File: src/rtl/jpc_fetch_ctrl.sv
`default_nettype none
// ============================================================================
// Module      : jpc_fetch_ctrl
// Description : Fetch sequencer sitting between jpc_pc, instruction memory
//               and decode. Drives jpc_pc's next_pc_I / en_I, issues
//               single-outstanding fetch requests at the current PC, holds
//               the returned word in a one-entry buffer for decode, and
//               advances the PC sequentially. Traps and branch redirects
//               override sequential flow and flush any in-flight or
//               buffered fetch.
//
// Ports       : clk, rst            - clock, synchronous active-high reset
//               pc_I                - current PC from jpc_pc
//               next_pc_O, pc_en_O  - PC update to jpc_pc (combinational)
//               imem_req_O/addr_O   - fetch request / address (= pc_I)
//               imem_ack_I/rdata_I  - fetch completion and data
//               instr_valid_O/instr_O/instr_pc_O/instr_ready_I
//                                   - buffered instruction handshake
//               redirect_I/pc_I     - taken branch / jump target
//               trap_I              - trap request (-> TRAP_VECTOR)
//               state_O             - debug state: IDLE=0 REQ=1 VALID=2
//
// Revision    : 1.0 - initial release
// ============================================================================
module jpc_fetch_ctrl #(
    parameter int                    ADDR_WIDTH   = 32,
    parameter logic [ADDR_WIDTH-1:0] RESET_VECTOR = 32'h0000_0000,
    parameter logic [ADDR_WIDTH-1:0] TRAP_VECTOR  = 32'h0000_0080
) (
    input  logic                  clk,
    input  logic                  rst,
    input  logic [ADDR_WIDTH-1:0] pc_I,
    output logic [ADDR_WIDTH-1:0] next_pc_O,
    output logic                  pc_en_O,
    output logic                  imem_req_O,
    output logic [ADDR_WIDTH-1:0] imem_addr_O,
    input  logic                  imem_ack_I,
    input  logic [31:0]           imem_rdata_I,
    output logic                  instr_valid_O,
    output logic [31:0]           instr_O,
    output logic [ADDR_WIDTH-1:0] instr_pc_O,
    input  logic                  instr_ready_I,
    input  logic                  redirect_I,
    input  logic [ADDR_WIDTH-1:0] redirect_pc_I,
    input  logic                  trap_I,
    output logic [1:0]            state_O
);

    localparam logic [1:0] c_st_idle  = 2'd0;
    localparam logic [1:0] c_st_req   = 2'd1;
    localparam logic [1:0] c_st_valid = 2'd2;

    // Word alignment: low two address bits are always cleared on a jump.
    localparam logic [ADDR_WIDTH-1:0] c_align_mask = ADDR_WIDTH'(3);
    localparam logic [ADDR_WIDTH-1:0] c_pc_step    = ADDR_WIDTH'(4);

    logic [1:0]            r_state;
    logic                  r_instr_valid;
    logic [31:0]           r_instr;
    logic [ADDR_WIDTH-1:0] r_instr_pc;

    logic                  w_flush;
    logic [ADDR_WIDTH-1:0] w_target;
    logic [ADDR_WIDTH-1:0] w_pc_inc;

    // Trap wins over redirect when both are raised in the same cycle.
    assign w_flush  = trap_I | redirect_I;
    assign w_target = trap_I ? (TRAP_VECTOR & ~c_align_mask)
                             : (redirect_pc_I & ~c_align_mask);
    assign w_pc_inc = pc_I + c_pc_step;

    // The address is taken straight from jpc_pc; it cannot move while a
    // request is waiting because pc_en_O stays low in REQ until the ack.
    assign imem_addr_O = pc_I;

    // PC update and request are combinational so jpc_pc loads on the same
    // edge at which the controller changes state.
    always_comb begin
        next_pc_O  = w_pc_inc;
        pc_en_O    = 1'b0;
        imem_req_O = 1'b0;
        if (rst) begin
            next_pc_O = RESET_VECTOR;
        end else if (w_flush) begin
            // Request withdrawn this cycle; a coincident ack is dropped.
            next_pc_O = w_target;
            pc_en_O   = 1'b1;
        end else begin
            case (r_state)
                c_st_idle: begin
                    next_pc_O = RESET_VECTOR;
                    pc_en_O   = 1'b1;
                end
                c_st_req: begin
                    imem_req_O = 1'b1;
                    pc_en_O    = imem_ack_I;
                end
                default: begin
                end
            endcase
        end
    end

    always_ff @(posedge clk) begin
        if (rst) begin
            r_state       <= c_st_idle;
            r_instr_valid <= 1'b0;
            r_instr       <= '0;
            r_instr_pc    <= '0;
        end else if (w_flush) begin
            r_state       <= c_st_req;
            r_instr_valid <= 1'b0;
        end else begin
            case (r_state)
                c_st_idle: begin
                    r_state <= c_st_req;
                end
                c_st_req: begin
                    if (imem_ack_I) begin
                        r_instr       <= imem_rdata_I;
                        r_instr_pc    <= pc_I;
                        r_instr_valid <= 1'b1;
                        r_state       <= c_st_valid;
                    end
                end
                c_st_valid: begin
                    if (instr_ready_I) begin
                        r_instr_valid <= 1'b0;
                        r_state       <= c_st_req;
                    end
                end
                default: begin
                    r_state       <= c_st_idle;
                    r_instr_valid <= 1'b0;
                end
            endcase
        end
    end

    assign instr_valid_O = r_instr_valid;
    assign instr_O       = r_instr;
    assign instr_pc_O    = r_instr_pc;
    assign state_O       = r_state;

endmodule
`default_nettype wire

File: config.mk
export PLATFORM = sky130hd
export DESIGN_NAME = jpc_fetch_ctrl
export DESIGN_NICKNAME = d
export VERILOG_FILES = /design/src/rtl/jpc_fetch_ctrl.sv
export SDC_FILE = /design/constraint.sdc
export NUM_CORES = 1
export LEC_CHECK = 0
export ABC_CLOCK_PERIOD_IN_PS = 2500
export CAP_MARGIN = 15
export CORE_MARGIN = 5
export CORE_UTILIZATION = 40
export CTS_CLUSTER_SIZE = 40
export DETAILED_ROUTE_END_ITERATION = 10
export DONT_BUFFER_PORTS = 1
export PLACE_DENSITY = 0.62
export SYNTH_ARGS = -nofsm -noshare
export SYNTH_HDL_FRONTEND = slang
export SYNTH_SLANG_ARGS = --single-unit
File: constraint.sdc
create_clock -name clk -period 2.5 [get_ports clk]
set_input_delay 0.375 -clock clk [delete_from_list [all_inputs] [get_ports clk]]
set_output_delay 0.375 -clock clk [all_outputs]
set_load 0.1 [all_outputs]
==> reports/results.txt, run 1 <==
#FFs+latches synth -> 67
IO Port Bufs -> 0
Detail Route Antenna Nets -> 0
Top Ports -> 235
Relative slew slack -> 0.571
DP Area -> 0.00491 mm^2
Element type at the critical path start -> primary input
Clock share of power -> 0.331
Setup_tns -> 0 ns
Yosys warns -> 0
Met3 WL -> 1300 um
Clk slew on worst S/H paths -> 0.08 ns
Die Ht -> 106 um
Total gr overflow -> 0
Cell area after synthesis -> 0.00367 mm^2
Net switching power -> 988 uW
# fillers -> 823
Max FO, Critical Path -> 7
P&R area growth vs syn -> 39.3%
Endpoints failing setup -> 0
Post-Route Skew -> 0.00845 ns
Top cell type by total area after synthesis -> dfxtp_1
Pwr dens -> 530 mW/mm^2
Site Rows -> 35
Syn Inst Count -> 507
Die Span X -> 106 um
CTS sink cnt -> 67
VDD IR max -> 0.000408 V
Drt via density -> 5.41
Post-Layout Cell Count -> 686
Least-Margin Pin Slew -> 0.644 ns
Fin worst setup slack -> 0.0624 ns
WL final -> 12200 um
Sw Share -> 0.365
Gr usage total -> 0.215
Outcome -> complete, no violations
Placeable Area -> 0.00906 mm^2
Drt wl/cell -> 17.8 um
CTS Hold Bufs -> 0
Number of enable flip-flop cells after synthesis -> 0
DP Worst Slack -> 0.0763 ns
MaxCap Viol Count -> 0
Max Clk Rate -> 410 MHz
Synthesized Nets -> 610
Hold Slack -> 0.0961 ns
Final hold vios -> 0
Fin crit period -> 2.44 ns
Placed Cells -> 670
Critical Path AT -> 2.06 ns
Share of cells above drive strength 1 -> 0.313
First-pass GRT wire length -> 19300 um
Logic pwr share -> 0.265
Die area -> 0.0112 mm^2
Sequential element share of the synthesized area -> 0.366
Synth async-reset ratio -> 0
Top layer in use -> met4
Post-synthesis average cell area -> 7.23 um^2
Post-route DRC -> 0
Main synth FF type -> dfxtp_1
Setup repair bufs after CTS -> 0
CTS tree -> done
Final Max Slew Viols -> 0
Final Power -> 2.71 mW
Largest net degree at the start of global routing -> 73
Synth top area share -> 0.366
Post-detail-place hpwl -> 9350 um
Clk buf depth -> 2
Clk_lat worst skew -> 0.34 ns
Met2 routed WL -> 6160 um
Critical path class -> in -> out
Antenna violations before repair -> 0
Fin util -> 0.563
Diodes inserted -> 0
RD Place Congestion -> 0.783
Area contributors post-synth -> dfxtp_1, nand2_1, a21oi_1, buf_4, xnor2_1
Most frequent cell after synthesis -> nand2_1
Final Instance Area -> 0.00511 mm^2
Post-cts resize count -> 0
Library cells used by synthesis -> 41
Worst Path Required -> 2.12 ns
Clk root buf -> clkbuf_8
Number of global-route vias before repair -> 3660
Leak -> 1.91 nW
Layout Nets -> 673
Number of CTS-inserted buffers -> 9
Flop pwr share -> 0.404
Via count -> 3710
Routed met1 length -> 4540 um
Initial Util -> 0.404
Worst hold path class -> in -> reg
CTS H-tree lvls -> 3
Int Power -> 1.72 mW
Synth cell count leaders -> nand2_1, a21oi_1, dfxtp_1
Worst setup EP type -> output port
Final Cycle Share -> 0.975
Initial DRT Pass Iterations -> 5
Initial DRC Count -> 214
layout make-up:
cell class	count	area (um^2)	share of cell area
multi-input combinational	362	2210	0.433
timing repair buffer	113	1150	0.225
inverter	17	63.8	0.0125
tap	111	139	0.0272
sequential	67	1350	0.264
clock buffer	11	153	0.0299
clock inverter	5	43.8	0.00858
state kept, by name (all words and copies together), names as in the netlist:
name and count:
instr_O 32, instr_valid_O 1, state_O 2, instr_pc_O 32
worst paths after layout:
check	slack, ns	startpoint	end	depth (start not counted)
max reg2reg	0.52	state_O[0]	instr_O[30]	7
max	0.06	pc_I[2]	next_pc_O[26]	7
min reg2reg	0.45	instr_O[6]	instr_O[6]	2
min	0.1	rst	instr_O[13]	1
kinds of logic (layout without fill, tap and decap cells):
logic type                 count (synthesis)  count (layout)  synth area share
xor gates and xnor gates                  23              23            0.0549
AOI/OAI and AO/OA                        121             121             0.186
buffers and inverters                     78             146             0.116
and+or+nand+nor                          217             217             0.273
adders and majority gates                  1               1           0.00341
DFF                                       67              67             0.366
routing by layer:
layer / vias to the layer above / GRT usage
met2: 197 / 0.386
met4: 0 / 0.0583
met1: 1695 / 0.234
li1: 1796 / -
met3: 22 / 0.0845
met5: - / 0
power groups by stage:
stage	Combinational (mW)	Clock (mW)	Sequential, mW
finish	0.718	0.896	1.09
global route	0.748	0.976	1.10
CTS	0.722	0.926	1.09
detailed placement	0.721	0	1.12
global placement	0.714	0	1.12
floorplan	0.631	0	1.29
worst max-delay path, cell delays in order:
cell and delay, ns:
ha_1 0.18, nand3_1 0.16, or3_4 0.42, or3_1 0.38
a21oi_2 0.15, o221a_2 0.22, buf_12 0.18
cell usage in the layout, fill, tap and decap left out, types with 3 or more instances in the layout:
cell and n:
xor2_1 5, buf_4 89, xnor2_1 18, nor2_1 8, nor4_1 6, nor2_4 3
or3_1 3, and3_1 4, o21ai_2 5, inv_1 17, nor2_2 7, o21ai_0 15
a21oi_1 71, a21oi_2 3, o21ai_4 5, clkbuf_8 9, a22oi_1 3, or2_2 3
buf_12 24, and4_1 3, o31a_1 3, dfxtp_1 65, nand3_1 10, nand2_1 147
clkinv_4 3, nor3_1 6, a221oi_4 8
No activity file was read; power rests on OpenSTA's default activity.
==> inputs of run 2 (changes only) <==
PLACE_DENSITY = 0.6   (was 0.62)
REMOVE_ABC_BUFFERS = 1   (was default)
==> run 2 against run 1 <==
Wire length rose by 2.7%. Sequential share of layout area down 0.40 points. Design area is 0.98% higher. Via count grew 0.89%. Register-to-register slack barely moved. Worst hold slack improved by 0.00089 ns.
==> reports/results.txt, run 2 (synthesis gave the netlist of run 1 again) <==
IO Port Bufs -> 0
Least-Margin Pin Slew -> 0.955 ns
Total gr overflow -> 0
Detail Route Antenna Nets -> 0
Layout Nets -> 671
Placeable Area -> 0.00906 mm^2
Worst hold path class -> in -> reg
VDD IR max -> 0.000352 V
P&R area growth vs syn -> 40.6%
Outcome -> complete, no violations
Fin crit period -> 2.41 ns
Gr usage total -> 0.223
Post-Route Skew -> 0.00889 ns
Worst setup EP type -> output port
Worst Path Required -> 2.12 ns
Final Power -> 2.85 mW
Clk buf depth -> 2
Via count -> 3743
Element type at the critical path start -> primary input
Setup_tns -> 0 ns
Clk slew on worst S/H paths -> 0.08 ns
Drt wl/cell -> 18.4 um
CTS sink cnt -> 67
# fillers -> 849
Clk_lat worst skew -> 0.34 ns
DP Area -> 0.00493 mm^2
Antenna violations before repair -> 0
Die Ht -> 106 um
CTS tree -> done
Number of global-route vias before repair -> 3683
Commonest non-fill, non-tap cell in the layout -> nand2_1
CTS H-tree lvls -> 3
Critical Path AT -> 2.04 ns
Largest net degree at the start of global routing -> 73
Final Instance Area -> 0.00516 mm^2
RD Place Congestion -> 0.818
DP Worst Slack -> 0.0350 ns
Initial Util -> 0.404
Final Max Slew Viols -> 0
Post-route DRC -> 0
Share of cells above drive strength 1 -> 0.307
Top Ports -> 235
Number of CTS-inserted buffers -> 9
Leak -> 1.93 nW
Post-detail-place hpwl -> 9360 um
Multi-input combinational cell area -> 0.00214 mm^2
Max FO, Critical Path -> 7
Fin worst setup slack -> 0.0866 ns
Diodes inserted -> 0
Initial DRC Count -> 245
Storage cell area -> 0.00134 mm^2
Initial DRT Pass Iterations -> 6
Drt via density -> 5.47
First-pass GRT wire length -> 19900 um
RSZ-0062 raised after global routing -> no
Critical path class -> in -> out
Max Clk Rate -> 414 MHz
Final hold vios -> 0
WL final -> 12600 um
Final Cycle Share -> 0.965
Relative slew slack -> 0.363
Pwr dens -> 553 mW/mm^2
Clk root buf -> clkbuf_8
Site Rows -> 35
Commonest cells after routing, fill and taps aside -> nand2_1, buf_4, a21oi_1
Die Span X -> 106 um
MaxCap Viol Count -> 0
Endpoints failing setup -> 0
Die area -> 0.0112 mm^2
run 2: changes by cell type in the layout (fill, tap and decap cells not counted), moves of 2 or more:
cell       change
buf_4         -11
buf_12         +8
o21ai_2        +5
o21ai_4        -5
bufinv_16      +2
dfxtp_1        +2
dfxtp_4        -2
nor2_2         +2
nor2_4         -2
run 2: power by group:
part	internal, mW	switching, mW	leakage, nW
clock network	0.569	0.470	0.114
logic	0.204	0.513	1.27
registers	1.09	0.00905	0.542
run 2: stage by stage:
| step | util | hold WS (ns) | std cells |
|---|---|---|---|
| finish | 0.569 | 0.0970 | 684 |
| CTS | 0.568 | 0.0703 | 684 |
| global placement | 0.544 | 0.435 | 668 |
| floorplan | - | 0.444 | 446 |
| detailed placement | 0.544 | 0.443 | 668 |
| global route | 0.569 | 0.0733 | 684 |
run 2: area by class of cell:
type,count,share of cell area
clock buffers,9,0.0240
clock inverters,7,0.0194
inverters,17,0.0124
multi-input cells,362,0.414
flip-flops and latches,67,0.260
well taps,111,0.0269
repair buffers,111,0.243
run 2: worst paths after layout:
kind / start / to / cells past startpoint / slack, ns
max: pc_I[2] / next_pc_O[26] / 7 / 0.09
min: rst / instr_O[11] / 1 / 0.1
max reg2reg: state_O[0] / instr_O[18] / 7 / 0.52
min reg2reg: instr_pc_O[16] / instr_pc_O[16] / 2 / 0.45
run 2: metal layers:
metal  GRT usage  vias up  routed length [um]
li1            -     1797                   -
met1       0.279     1785                5040
met2       0.362      143                6290
met3      0.0661       18                1060
met4      0.0786        0                 187
met5           0        -                   0
run 2: what timing repair did:
action	CTS	global route
endpoints found under the setup margin	0	1
hold buffers	0	0
gates resized for setup	0	1
buffers inserted	0	0
run 2: critical path, cell delays in order:
cell	delay [ns]
ha_1	0.19
nand3_2	0.13
or3_4	0.40
or3_1	0.35
a21oi_1	0.18
o221a_2	0.23
buf_12	0.17
==> inputs of run 3 (changes only) <==
CELL_PAD_IN_SITES_DETAIL_PLACEMENT = 1   (was default)
CELL_PAD_IN_SITES_GLOBAL_PLACEMENT = 1   (was default)
PLACE_DENSITY = 0.82   (was 0.6)
==> run 3 against run 2 <==
Global-route usage increased by 4.3 points. Sequential power is essentially flat. Largest cell class unchanged. Design area hardly changed. Power is 2.6% lower. Non-clock buffer count rose by 1. Die area unchanged. Core utilization shrank 0.055 points. Worst setup slack worse by 0.024 ns.
==> reports/results.txt, run 3 (synthesis gave the netlist of run 1 again) <==
CTS tree -> done
Element type at the critical path start -> primary input
Final Power -> 2.78 mW
Critical Path AT -> 2.06 ns
Worst hold path class -> in -> reg
Worst r2r src -> state_O[0]
Fin crit period -> 2.44 ns
RD Place Congestion -> 0.818
Die area -> 0.0112 mm^2
Layout Nets -> 672
Commonest non-fill, non-tap cell in the layout -> nand2_1
Least-Margin Pin Slew -> 0.971 ns
Initial Util -> 0.404
Clk slew on worst S/H paths -> 0.08 ns
Number of CTS-inserted buffers -> 9
Relative slew slack -> 0.352
Pwr dens -> 540 mW/mm^2
CTS H-tree lvls -> 3
Endpoints failing setup -> 0
Outcome -> complete, no violations
Placeable Area -> 0.00906 mm^2
Final Max Slew Viols -> 0
Clk root buf -> clkbuf_8
Via count -> 3888
Max Clk Rate -> 410 MHz
Clk buf depth -> 2
Post-route DRC -> 0
Critical Path Source -> pc_I[2]
Leak -> 1.92 nW
Post-Route Skew -> 0.0113 ns
Worst setup EP type -> output port
DP Area -> 0.00493 mm^2
RSZ-0062 raised after global routing -> no
Top Ports -> 235
Site Rows -> 35
Final Instance Area -> 0.00515 mm^2
Final hold vios -> 0
Share of cells above drive strength 1 -> 0.314
Antenna violations before repair -> 1
First-pass GRT wire length -> 23300 um
Total gr overflow -> 0
Drt wl/cell -> 21.6 um
Gr usage total -> 0.266
Fin util -> 0.568
CTS Hold Bufs -> 0
Die Span X -> 106 um
Drt via density -> 5.67
Initial DRC Count -> 142
Critical path class -> in -> out
Commonest cells after routing, fill and taps aside -> nand2_1, buf_4, a21oi_1
Worst Path Required -> 2.12 ns
Clk_lat worst skew -> 0.34 ns
Setup repair bufs after CTS -> 0
Number of global-route vias before repair -> 4241
Die Ht -> 106 um
Final Cycle Share -> 0.975
Hold path startpoint -> rst
Detail Route Antenna Nets -> 0
MaxCap Viol Count -> 0
P&R area growth vs syn -> 40.5%
# fillers -> 1070
Largest net degree at the start of global routing -> 73
Max FO, Critical Path -> 7
WL final -> 14800 um
VDD IR max -> 0.000288 V
IO Port Bufs -> 0
Worst reg-to-reg path cell count -> 7
Hold Path Depth -> 1
CTS sink cnt -> 67
Initial DRT Pass Iterations -> 4
Setup_tns -> 0 ns
Post-detail-place hpwl -> 11400 um
Hold Slack -> 0.0924 ns
[run 3: worst paths after layout]
kind | to | slack, ns
worst min register to register | instr_O[27] | 0.45
worst max register to register | instr_pc_O[21] | 0.45
worst max-delay path | next_pc_O[26] | 0.06
worst min-delay path | instr_O[9] | 0.09
[run 3: worst max-delay path: stages]
cell	delay (ns)
ha_2	0.19
nand3_2	0.11
or3_4	0.41
or3_1	0.39
a21oi_2	0.17
o221a_2	0.23
buf_12	0.18
[run 3: layout make-up]
cell class | instances | area, um^2 | share of cell area
inverter | 17 | 63.8 | 0.0124
sequential | 67 | 1340 | 0.260
timing repair buffer | 112 | 1260 | 0.244
antenna | 1 | 2.50 | 0.000486
clock inverter | 6 | 63.8 | 0.0124
tap | 111 | 139 | 0.0270
clock buffer | 10 | 138 | 0.0267
multi-input combinational | 362 | 2140 | 0.416
[run 3: what timing repair did]
item | in CTS | in global routing
hold endpoints to repair | 0 | 0
cloned | 0 | 0
resized for setup | 1 | 3
setup endpoints to repair | 1 | 2
[run 3: metal layers]
metal	GRT usage	part of all wire	wire [um]
met2	0.490	0.53	7940
met5	0.0238	0	0
met3	0.0876	0.076	1130
met4	0.104	0.032	475
met1	0.276	0.36	5300
[run 3: metrics by stage]
stage / setup WS [ns] / std cells
5_1_grt: 0.0226 / 686
2_1_floorplan: -1.66 / 446
3_5_place_dp: -0.0369 / 669
6_report: 0.0628 / 686
3_3_place_gp: 0.0498 / 669
4_1_cts: 0.00396 / 685
[run 3: report_power, final]
group | switching, mW | total [mW] | internal (mW)
sequential | 0.00961 | 1.10 | 1.09
combinational | 0.525 | 0.730 | 0.205
clock | 0.462 | 0.951 | 0.488
